$ cat src/rtl/traffic_intersection_fsm.sv
// Two-road intersection controller: main/side lights, demand-driven side phase,
// latched pedestrian request with walk output, and night flashing mode.
module traffic_intersection_fsm #(
  parameter int unsigned T_GREEN_MAIN = 8,
  parameter int unsigned T_GREEN_SIDE = 4,
  parameter int unsigned T_YELLOW     = 2,
  parameter int unsigned T_ALL_RED    = 1,
  parameter int unsigned T_FLASH      = 3,
  parameter int unsigned CNT_W        = 8
) (
  input  logic       clk,
  input  logic       reset,
  input  logic       side_sensor,
  input  logic       ped_req,
  input  logic       flash_mode,
  output logic [2:0] main_light,
  output logic [2:0] side_light,
  output logic       walk,
  output logic [2:0] phase
);

  typedef enum logic [2:0] {
    MAIN_GREEN  = 3'd0,
    MAIN_YELLOW = 3'd1,
    ALL_RED_A   = 3'd2,
    SIDE_GREEN  = 3'd3,
    SIDE_YELLOW = 3'd4,
    ALL_RED_B   = 3'd5,
    FLASH       = 3'd6,
    UNUSED      = 3'd7
  } state_t;

  // Timer reload values (duration - 1); a duration of 2^CNT_W loads all-ones.
  localparam logic [CNT_W-1:0] LD_GM = CNT_W'(T_GREEN_MAIN - 1);
  localparam logic [CNT_W-1:0] LD_GS = CNT_W'(T_GREEN_SIDE - 1);
  localparam logic [CNT_W-1:0] LD_Y  = CNT_W'(T_YELLOW - 1);
  localparam logic [CNT_W-1:0] LD_AR = CNT_W'(T_ALL_RED - 1);
  localparam logic [CNT_W-1:0] LD_FL = CNT_W'(T_FLASH - 1);

  localparam logic [2:0] RED    = 3'b100;
  localparam logic [2:0] YELLOW = 3'b010;
  localparam logic [2:0] GREEN  = 3'b001;
  localparam logic [2:0] DARK   = 3'b000;

  state_t           state, nxt;
  logic [CNT_W-1:0] timer, load_val;
  logic             ped_pending, blink;
  logic             timer_zero, enter_side;

  assign timer_zero = (timer == '0);
  assign enter_side = (nxt == SIDE_GREEN) && (state != SIDE_GREEN);

  // State register.
  always_ff @(posedge clk or negedge reset) begin
    if (!reset) state <= MAIN_GREEN;
    else        state <= nxt;
  end

  // Next-state selection and the timer value loaded on entry to that state.
  always_comb begin
    nxt = state;
    if (flash_mode) begin
      nxt = FLASH;
    end else begin
      case (state)
        MAIN_GREEN:  if (timer_zero && (side_sensor || ped_pending)) nxt = MAIN_YELLOW;
        MAIN_YELLOW: if (timer_zero) nxt = ALL_RED_A;
        ALL_RED_A:   if (timer_zero) nxt = SIDE_GREEN;
        SIDE_GREEN:  if (timer_zero) nxt = SIDE_YELLOW;
        SIDE_YELLOW: if (timer_zero) nxt = ALL_RED_B;
        ALL_RED_B:   if (timer_zero) nxt = MAIN_GREEN;
        default:     nxt = ALL_RED_B;  // FLASH exit and unused code 7
      endcase
    end
    case (nxt)
      MAIN_GREEN:              load_val = LD_GM;
      MAIN_YELLOW,SIDE_YELLOW: load_val = LD_Y;
      SIDE_GREEN:              load_val = LD_GS;
      FLASH:                   load_val = LD_FL;
      default:                 load_val = LD_AR;
    endcase
  end

  // Phase timer, blink generator, pedestrian latch and walk register.
  // In FLASH the timer free-runs over the blink half-period instead of holding at zero.
  always_ff @(posedge clk or negedge reset) begin
    if (!reset) begin
      timer       <= LD_GM;
      blink       <= 1'b1;
      ped_pending <= 1'b0;
      walk        <= 1'b0;
    end else begin
      if (nxt != state)                   timer <= load_val;
      else if (state == FLASH && timer_zero) timer <= LD_FL;
      else if (!timer_zero)               timer <= timer - CNT_W'(1);

      if (nxt == FLASH && state != FLASH)                  blink <= 1'b1;
      else if (nxt == FLASH && state == FLASH && timer_zero) blink <= ~blink;

      ped_pending <= ped_req | (ped_pending & ~enter_side);

      if (enter_side)             walk <= ped_pending;
      else if (nxt != SIDE_GREEN) walk <= 1'b0;
    end
  end

  // Moore light decode from the state register.
  always_comb begin
    main_light = RED;
    side_light = RED;
    phase      = state;
    case (state)
      MAIN_GREEN:  main_light = GREEN;
      MAIN_YELLOW: main_light = YELLOW;
      SIDE_GREEN:  side_light = GREEN;
      SIDE_YELLOW: side_light = YELLOW;
      FLASH: begin
        main_light = blink ? YELLOW : DARK;
        side_light = blink ? YELLOW : DARK;
      end
      default: ;
    endcase
  end

endmodule

$ cat config.mk
export PLATFORM = sky130hd
export DESIGN_NAME = traffic_intersection_fsm
export DESIGN_NICKNAME = d
export VERILOG_FILES = /design/src/rtl/traffic_intersection_fsm.sv
export SDC_FILE = /design/constraint.sdc
export NUM_CORES = 1
export LEC_CHECK = 0
export BUFFER_PORTS_ARGS = -buffer_cell sky130_fd_sc_hd__buf_4
export CORE_UTILIZATION = 50
export CTS_BUF_LIST = sky130_fd_sc_hd__clkbuf_8
export DETAILED_ROUTE_END_ITERATION = 10
export PLACE_DENSITY = 0.74
export SLEW_MARGIN = 0
export SYNTH_ARGS = -nofsm -noshare
export SYNTH_HDL_FRONTEND = slang
export SYNTH_SLANG_ARGS = --single-unit
$ cat constraint.sdc
create_clock -name clk -period 1.7 [get_ports clk]
set_input_delay 0.17 -clock clk [delete_from_list [all_inputs] [get_ports clk]]
set_output_delay 0.17 -clock clk [all_outputs]
set_load 0.005 [all_outputs]
==> run_results.csv, run 1 <==
group,metric,value,unit
floorplan,dieArea,2020,um^2
sta,rsz0062_at_grt,"yes",
placement,dp_cells,151,
logic_synthesis,syn_avg_cell_area,8.70,um^2
drt,ant_nets,0,
power,p_sw,0.904,mW
logic_synthesis,synth_cells,106,
floorplan,io_pins,15,
layout,nets,142,
clock_network,clock_path_buffers,2,
logic_synthesis,synth.area.mux_share,3.26,%
clock_network,numCtsBuffers,3,
clock_network,clockRootBuffer,"clkbuf_8",
logic_synthesis,synth_simple_gate_area_share,26.6,%
power,intPower,1.36,mW
drt,drc,0,
worst_setup_path,worst-path-buf-inv,2,
placement,placed_area,1140,um^2
worst_hold_path,hold_class,"in -> reg",
placement,dp_hpwl,1670,um
clock_network,htree_levels,1,
placement,place_congestion,0.843,
worst_setup_path,cp.required,1860,ps
grt,grt_pass1_wl,3930,um
grt,antenna_found_initial,0,
sta,slew_violations,0,
clock_network,cts.sinks,14,
power,leakage,0.568,nW
layout,syn_to_final_growth,40.8,%
power,irDropWorstVdd,936,uV
outcome,status,"complete, but fails checks",
sta,fmax,0.560,GHz
floorplan,start_util,53.4,%
grt,gr-total-overflow,0,
logic_synthesis,synth.distinct_cells,45,
logic_synthesis,netlist_area,922,um^2
drt,firstDrtPassIters,4,
layout,fill_cells,116,
drt,wl_per_cell,16.3,um
layout,n_antenna_cell,0,
logic_synthesis,synth_top_family_by_area,"simple AND/OR/NAND/NOR gates",
sta,max-slew-margin-rel,66.0,%
floorplan,die_w,44.9,um
logic_synthesis,syn_nets,112,
grt,grt_pass1_vias,885,
power,powerDensity,1740,nW/um^2
sta,setup_slack,-86.8,ps
logic_synthesis,yosysWarnings,0,
logic_synthesis,ys_seq_area_share,38.5,%
power,clkPwrFrac,12.4,%
worst_setup_path,cp_max_fo,5,
worst_setup_path,critPathSlowestCell,"or4b_4",
worst_setup_path,startpoint_type,"flop",
layout,fin_area,1300,um^2
power,pwr-share-seq,27.0,%
logic_synthesis,ys_ff_latch,14,
logic_synthesis,synthFlopType,"dfrtp_1",
drt,vias_per_cell,6.16,
power,fin_total_pwr,2.26,mW
drt,wl,2610,um
logic_synthesis,synth_fa_ha_area_share,1.36,%
drt,drtIter0Drc,45,
outcome,violations,"negative setup slack",
flow_run,maxCapViolations,0,
placement,portBuffers,14,
clock_network,cts_tree,"yes",
sta,hold_violations,0,
logic_synthesis,synthXorXnorAreaFrac,2.85,%
grt,groute.usage.overall,27.4,%
clock_network,clk_latency,250,ps
layout,fin_util,75.2,%
grt,grt_max_degree,17,
layout,instances_no_fill,160,
layout,drive_gt1_share,42.2,%
worst_setup_path,max_stage_delay,510,ps
logic_synthesis,synth-compound-area-share,23.2,%
logic_synthesis,synth_edf_count,0,
worst_setup_path,cp.arrival,1950,ps
sta,setup_violations,8,
worst_setup_path,critical_path_class,"reg -> reg",
logic_synthesis,synthArstFlopShare,100,%
sta,fin_skew,6.33,ps
sta,post-route-min-period,1790,ps
worst_setup_path,crit_family,"simple AND/OR/NAND/NOR gates",
floorplan,rows,15,
sta,tightest_slew,498,ps
sta,period_share,105,%
clock_network,clkTransAtPathRegs,60,ps
worst_setup_path,worstPathCellList,"inv_2 > ha_4 > or4b_4 > nor2_4 > buf_4 > o311ai_2 > a31oi_1",
worst_setup_path,endpoint_kind,"flop",
drt,num_vias,985,
power,pwr-share-comb,60.5,%
power,switching_share,40.0,%
floorplan,die_h,44.9,um
floorplan,design.core.area,1730,um^2
==> cells in the mapped netlist (2+ instances only) <==
library cell  instances  share of area (%)
mux2i_1               3                3.3
and3_1                2                1.4
or4_1                 2                1.6
nand3_1               4                2.2
nor2_1               14                5.7
nand2_1               7                2.8
clkbuf_1              5                2.0
dfstp_2               4                 11
dfrtp_1              10                 27
xnor2_1               2                1.9
o21ai_0               6                3.3
nor3_1                4                2.2
a31oi_1               2                1.4
inv_1                 4                1.6
a21oi_1               6                3.3
nand2b_1              2                1.4
==> logic make-up (layout without fill, tap and decap cells) <==
logic type / after synthesis / count (layout)
multiplexers: 3 / 3
adder cells (fa/ha/maj): 1 / 1
flip-flops: 14 / 14
AND/OR/NAND/NOR: 44 / 44
buffers and inverters: 10 / 39
XOR/XNOR: 3 / 3
AO/OA/AOI/OAI: 31 / 31
==> per-stage QoR <==
step                hold slack (ps)  setup WS, ps  TNS [ps]
finish                          120         -86.8      -351
global route                    122          -155     -1150
CTS                             120         -87.2      -461
detailed placement             30.1          -137      -422
global placement               26.8         -66.1      -108
floorplan                      -126         -58.2     -58.2
==> registers in the layout (all words and copies together) (netlist names) <==
name	cells
phase	3
ped_pending	1
timer	8
blink	1
walk	1
==> cell type report <==
cell class,count,area (um^2),area share (%)
clock buffer,3,41.3,3.18
clock inverter,1,3.75,0.289
inverter,4,15.0,1.16
multi-input combinational,82,601,46.2
sequential,14,359,27.6
tap,25,31.3,2.41
timing repair buffer,31,248,19.1
==> final timing paths <==
kind	startpoint	to	slack, ps	cells after the start
setup / recovery	timer[0]	phase[0]	-90	7
hold / removal	ped_req	ped_pending	120	2
setup reg to reg	timer[0]	phase[0]	-90	7
hold reg to reg	blink	blink	510	2
max in group asynchronous	reset	timer[1]	1140	2
min in group asynchronous	reset	timer[6]	310	2
==> layer usage <==
layer	part of all wire, %	vias to the layer above	GRT usage [%]
li1	-	451	-
met1	44	477	38.0
met2	47	45	40.3
met3	5.1	12	4.00
met4	3.5	0	15.8
met5	0	-	0
==> cell usage in the layout, fill, tap and decap left out, types with 3 or more instances in the layout <==
| cell type | netlist | final |
|---|---|---|
| dfrtp_1 | 10 | 7 |
| a21oi_1 | 6 | 4 |
| inv_1 | 4 | 3 |
| o21ai_0 | 6 | 6 |
| clkbuf_8 | 0 | 3 |
| mux2i_1 | 3 | 3 |
| nand2_1 | 7 | 7 |
| buf_4 | 0 | 29 |
| dfstp_2 | 4 | 4 |
| nor3_1 | 4 | 4 |
| dfrtp_2 | 0 | 3 |
| nor2_1 | 14 | 13 |
| nand3_1 | 4 | 3 |
==> power by group through the flow <==
stage	sequential (mW)	clock, mW	combinational (mW)
floorplan	0.544	0	0.726
CTS	0.583	0.285	1.25
global placement	0.581	0	1.09
global route	0.629	0.303	1.50
detailed placement	0.585	0	1.11
finish	0.611	0.281	1.37
==> timing repair <==
| action | CTS | global route |
|---|---|---|
| setup buffers | 3 | 1 |
| hold buffers | 1 | 0 |
| cloned | 0 | 0 |
| pin swaps | 5 | 2 |
| endpoints found under the hold margin | 14 | 0 |
| endpoints found under the setup margin | 12 | 15 |
| resized for setup | 6 | 11 |
Note: power is estimated with default switching activity, not from simulation.
==> inputs of run 2 (changes only) <==
==> constraint.sdc (replaced) <==
create_clock -name clk -period 1.6 [get_ports clk]
set_input_delay 0.16 -clock clk [delete_from_list [all_inputs] [get_ports clk]]
set_output_delay 0.16 -clock clk [all_outputs]
set_load 0.005 [all_outputs]
==> run 2 against run 1 <==
Net effect:
- the run still ends with negative setup slack left
- fmax is 1.3% lower
- non-clock buffer count increased by 8
- final cell count rose by 5.0%
- via count shrank 0.10%
- count of clock-buffer cells in the layout is 1 higher
- critical path depth is the same
- core utilization grew 5.7 points
- clock skew fell by 4.3 ps
==> run_results.csv, run 2 (synthesis results as in run 1) <==
group,metric,value,unit
outcome,status,"complete, but fails checks",
outcome,violations,"negative setup slack",
layout,final_common_cell,"buf_4",
drt,vias_per_cell,5.86,
layout,fin_area,1400,um^2
grt,antenna_found_initial,0,
worst_setup_path,cp.required,1760,ps
floorplan,dieArea,2020,um^2
drt,drc,0,
clock_network,cts.sinks,14,
placement,portBuffers,14,
grt,groute.usage.overall,23.5,%
grt,grt_pass1_wl,3420,um
sta,setup_slack,-210,ps
sta,period_share,113,%
sta,max-slew-margin-rel,73.6,%
layout,n_antenna_cell,0,
power,irDropWorstVdd,1240,uV
worst_setup_path,max_stage_delay,480,ps
placement,placed_area,1170,um^2
clock_network,cts_tree,"yes",
clock_network,htree_levels,1,
sta,tightest_slew,396,ps
floorplan,io_pins,15,
floorplan,design.core.area,1730,um^2
power,powerDensity,1890,nW/um^2
clock_network,numCtsBuffers,3,
grt,grt_max_degree,17,
drt,drtIter0Drc,40,
clock_network,clk_latency,250,ps
flow_run,maxCapViolations,0,
placement,place_congestion,0.879,
layout,fill_cells,106,
floorplan,start_util,53.4,%
worst_setup_path,cp.arrival,1970,ps
grt,grt_pass1_vias,790,
sta,hold_violations,0,
power,leakage,0.608,nW
placement,dp_hpwl,1660,um
layout,syn_to_final_growth,51.4,%
sta,fin_hold_ws,97.7,ps
sta,finalSetupTns,-1740,ps
floorplan,die_h,44.9,um
drt,wl_per_cell,15.3,um
sta,post-route-min-period,1810,ps
layout,top_register,"timer",
drt,ant_nets,0,
drt,num_vias,984,
worst_setup_path,cp_max_fo,7,
sta,fmax,0.552,GHz
sta,rsz0062_at_grt,"yes",
sta,fin_skew,2.04,ps
layout,fin_util,80.9,%
clock_network,clkTransAtPathRegs,60,ps
worst_setup_path,worstPathCellList,"inv_2 > ha_4 > or4b_4 > buf_6 > nor2_4 > a2bb2oi_1 > o32ai_1",
layout,drive_gt1_share,49.0,%
worst_setup_path,startpoint_type,"flop",
drt,wl,2560,um
floorplan,rows,15,
floorplan,die_w,44.9,um
sta,setup_violations,11,
layout,nets,150,
grt,gr-total-overflow,0,
clock_network,clock_path_buffers,2,
sta,slew_violations,0,
layout,largest_reg_flops,8,
drt,firstDrtPassIters,4,
clock_network,clockRootBuffer,"clkbuf_8",
layout,layout_common_cells,"buf_4 (36), nor2_1 (11), dfrtp_1 (8), nand2_1 (7)",
worst_hold_path,hold_class,"in -> reg",
worst_setup_path,critical_path_class,"reg -> reg",
worst_setup_path,endpoint_kind,"flop",
worst_setup_path,critPathSlowestCell,"or4b_4",
## run 2: changes by cell type in the layout (fill, tap and decap cells not counted), moves of 2 or more
cell	previous run	this run
buf_4	29	36
nor2_1	13	11
a21oi_1	4	6
a21oi_2	2	0
inv_1	3	1
nor2_2	1	3
buf_6	0	2
## run 2: area by class of cell
cell class | instances | area (um^2) | share of cell area, %
Multi-Input combinational cell | 82 | 632 | 45.3
Sequential cell | 14 | 358 | 25.6
Timing Repair Buffer | 39 | 303 | 21.7
Clock buffer | 4 | 55.1 | 3.94
Tap cell | 25 | 31.3 | 2.24
Inverter | 4 | 17.5 | 1.25
## run 2: path summary, 6_finish.rpt
kind / slack (ps) / to / from / cells past startpoint
min reg2reg: 530 / blink / blink / 2
min: 100 / ped_pending / ped_req / 2
max: -210 / timer[1] / timer[0] / 7
min in group asynchronous: 300 / timer[6] / reset / 2
max reg2reg: -210 / timer[1] / timer[0] / 7
max in group asynchronous: 1060 / blink / reset / 2
## run 2: what timing repair did
item,CTS,global route
resized for setup,16,11
pin swaps,4,4
hold buffers,1,0
endpoints found under the setup margin,16,16
setup buffers,4,4
hold endpoints to repair,14,0
gates cloned,0,0
## run 2: stage by stage
| step | total power, mW | std cells | setup WS (ps) |
|---|---|---|---|
| 6_report | 2.64 | 168 | -210 |
| 2_1_floorplan | 1.35 | 106 | -157 |
| 4_1_cts | 2.45 | 164 | -184 |
| 5_1_grt | 2.78 | 168 | -272 |
| 3_3_place_gp | 1.86 | 155 | -150 |
| 3_5_place_dp | 1.87 | 155 | -194 |
## run 2: where the power goes
group          internal [mW]  leakage (nW)  switching [mW]  total [mW]
Combinational          0.891         0.415           0.789        1.68
Clock                  0.218        0.0288           0.129       0.348
Sequential             0.485         0.164           0.127       0.612
## run 2: per-layer routing
| layer | vias up | global-route usage (%) | share of wire (%) |
|---|---|---|---|
| li1 | 467 | - | - |
| met1 | 487 | 29.8 | 45 |
| met2 | 24 | 40.0 | 51 |
| met3 | 6 | 2.40 | 2.4 |
| met4 | 0 | 10.9 | 1.5 |
| met5 | - | 0 | 0 |
## run 2: worst max-delay path, delay by kind of cell, from the launching register on
family	cells	cell delay [ps]
simple gates	2	660
flops	1	380
fa+ha+maj	1	130
compound gates	2	330
buf+inv	2	220
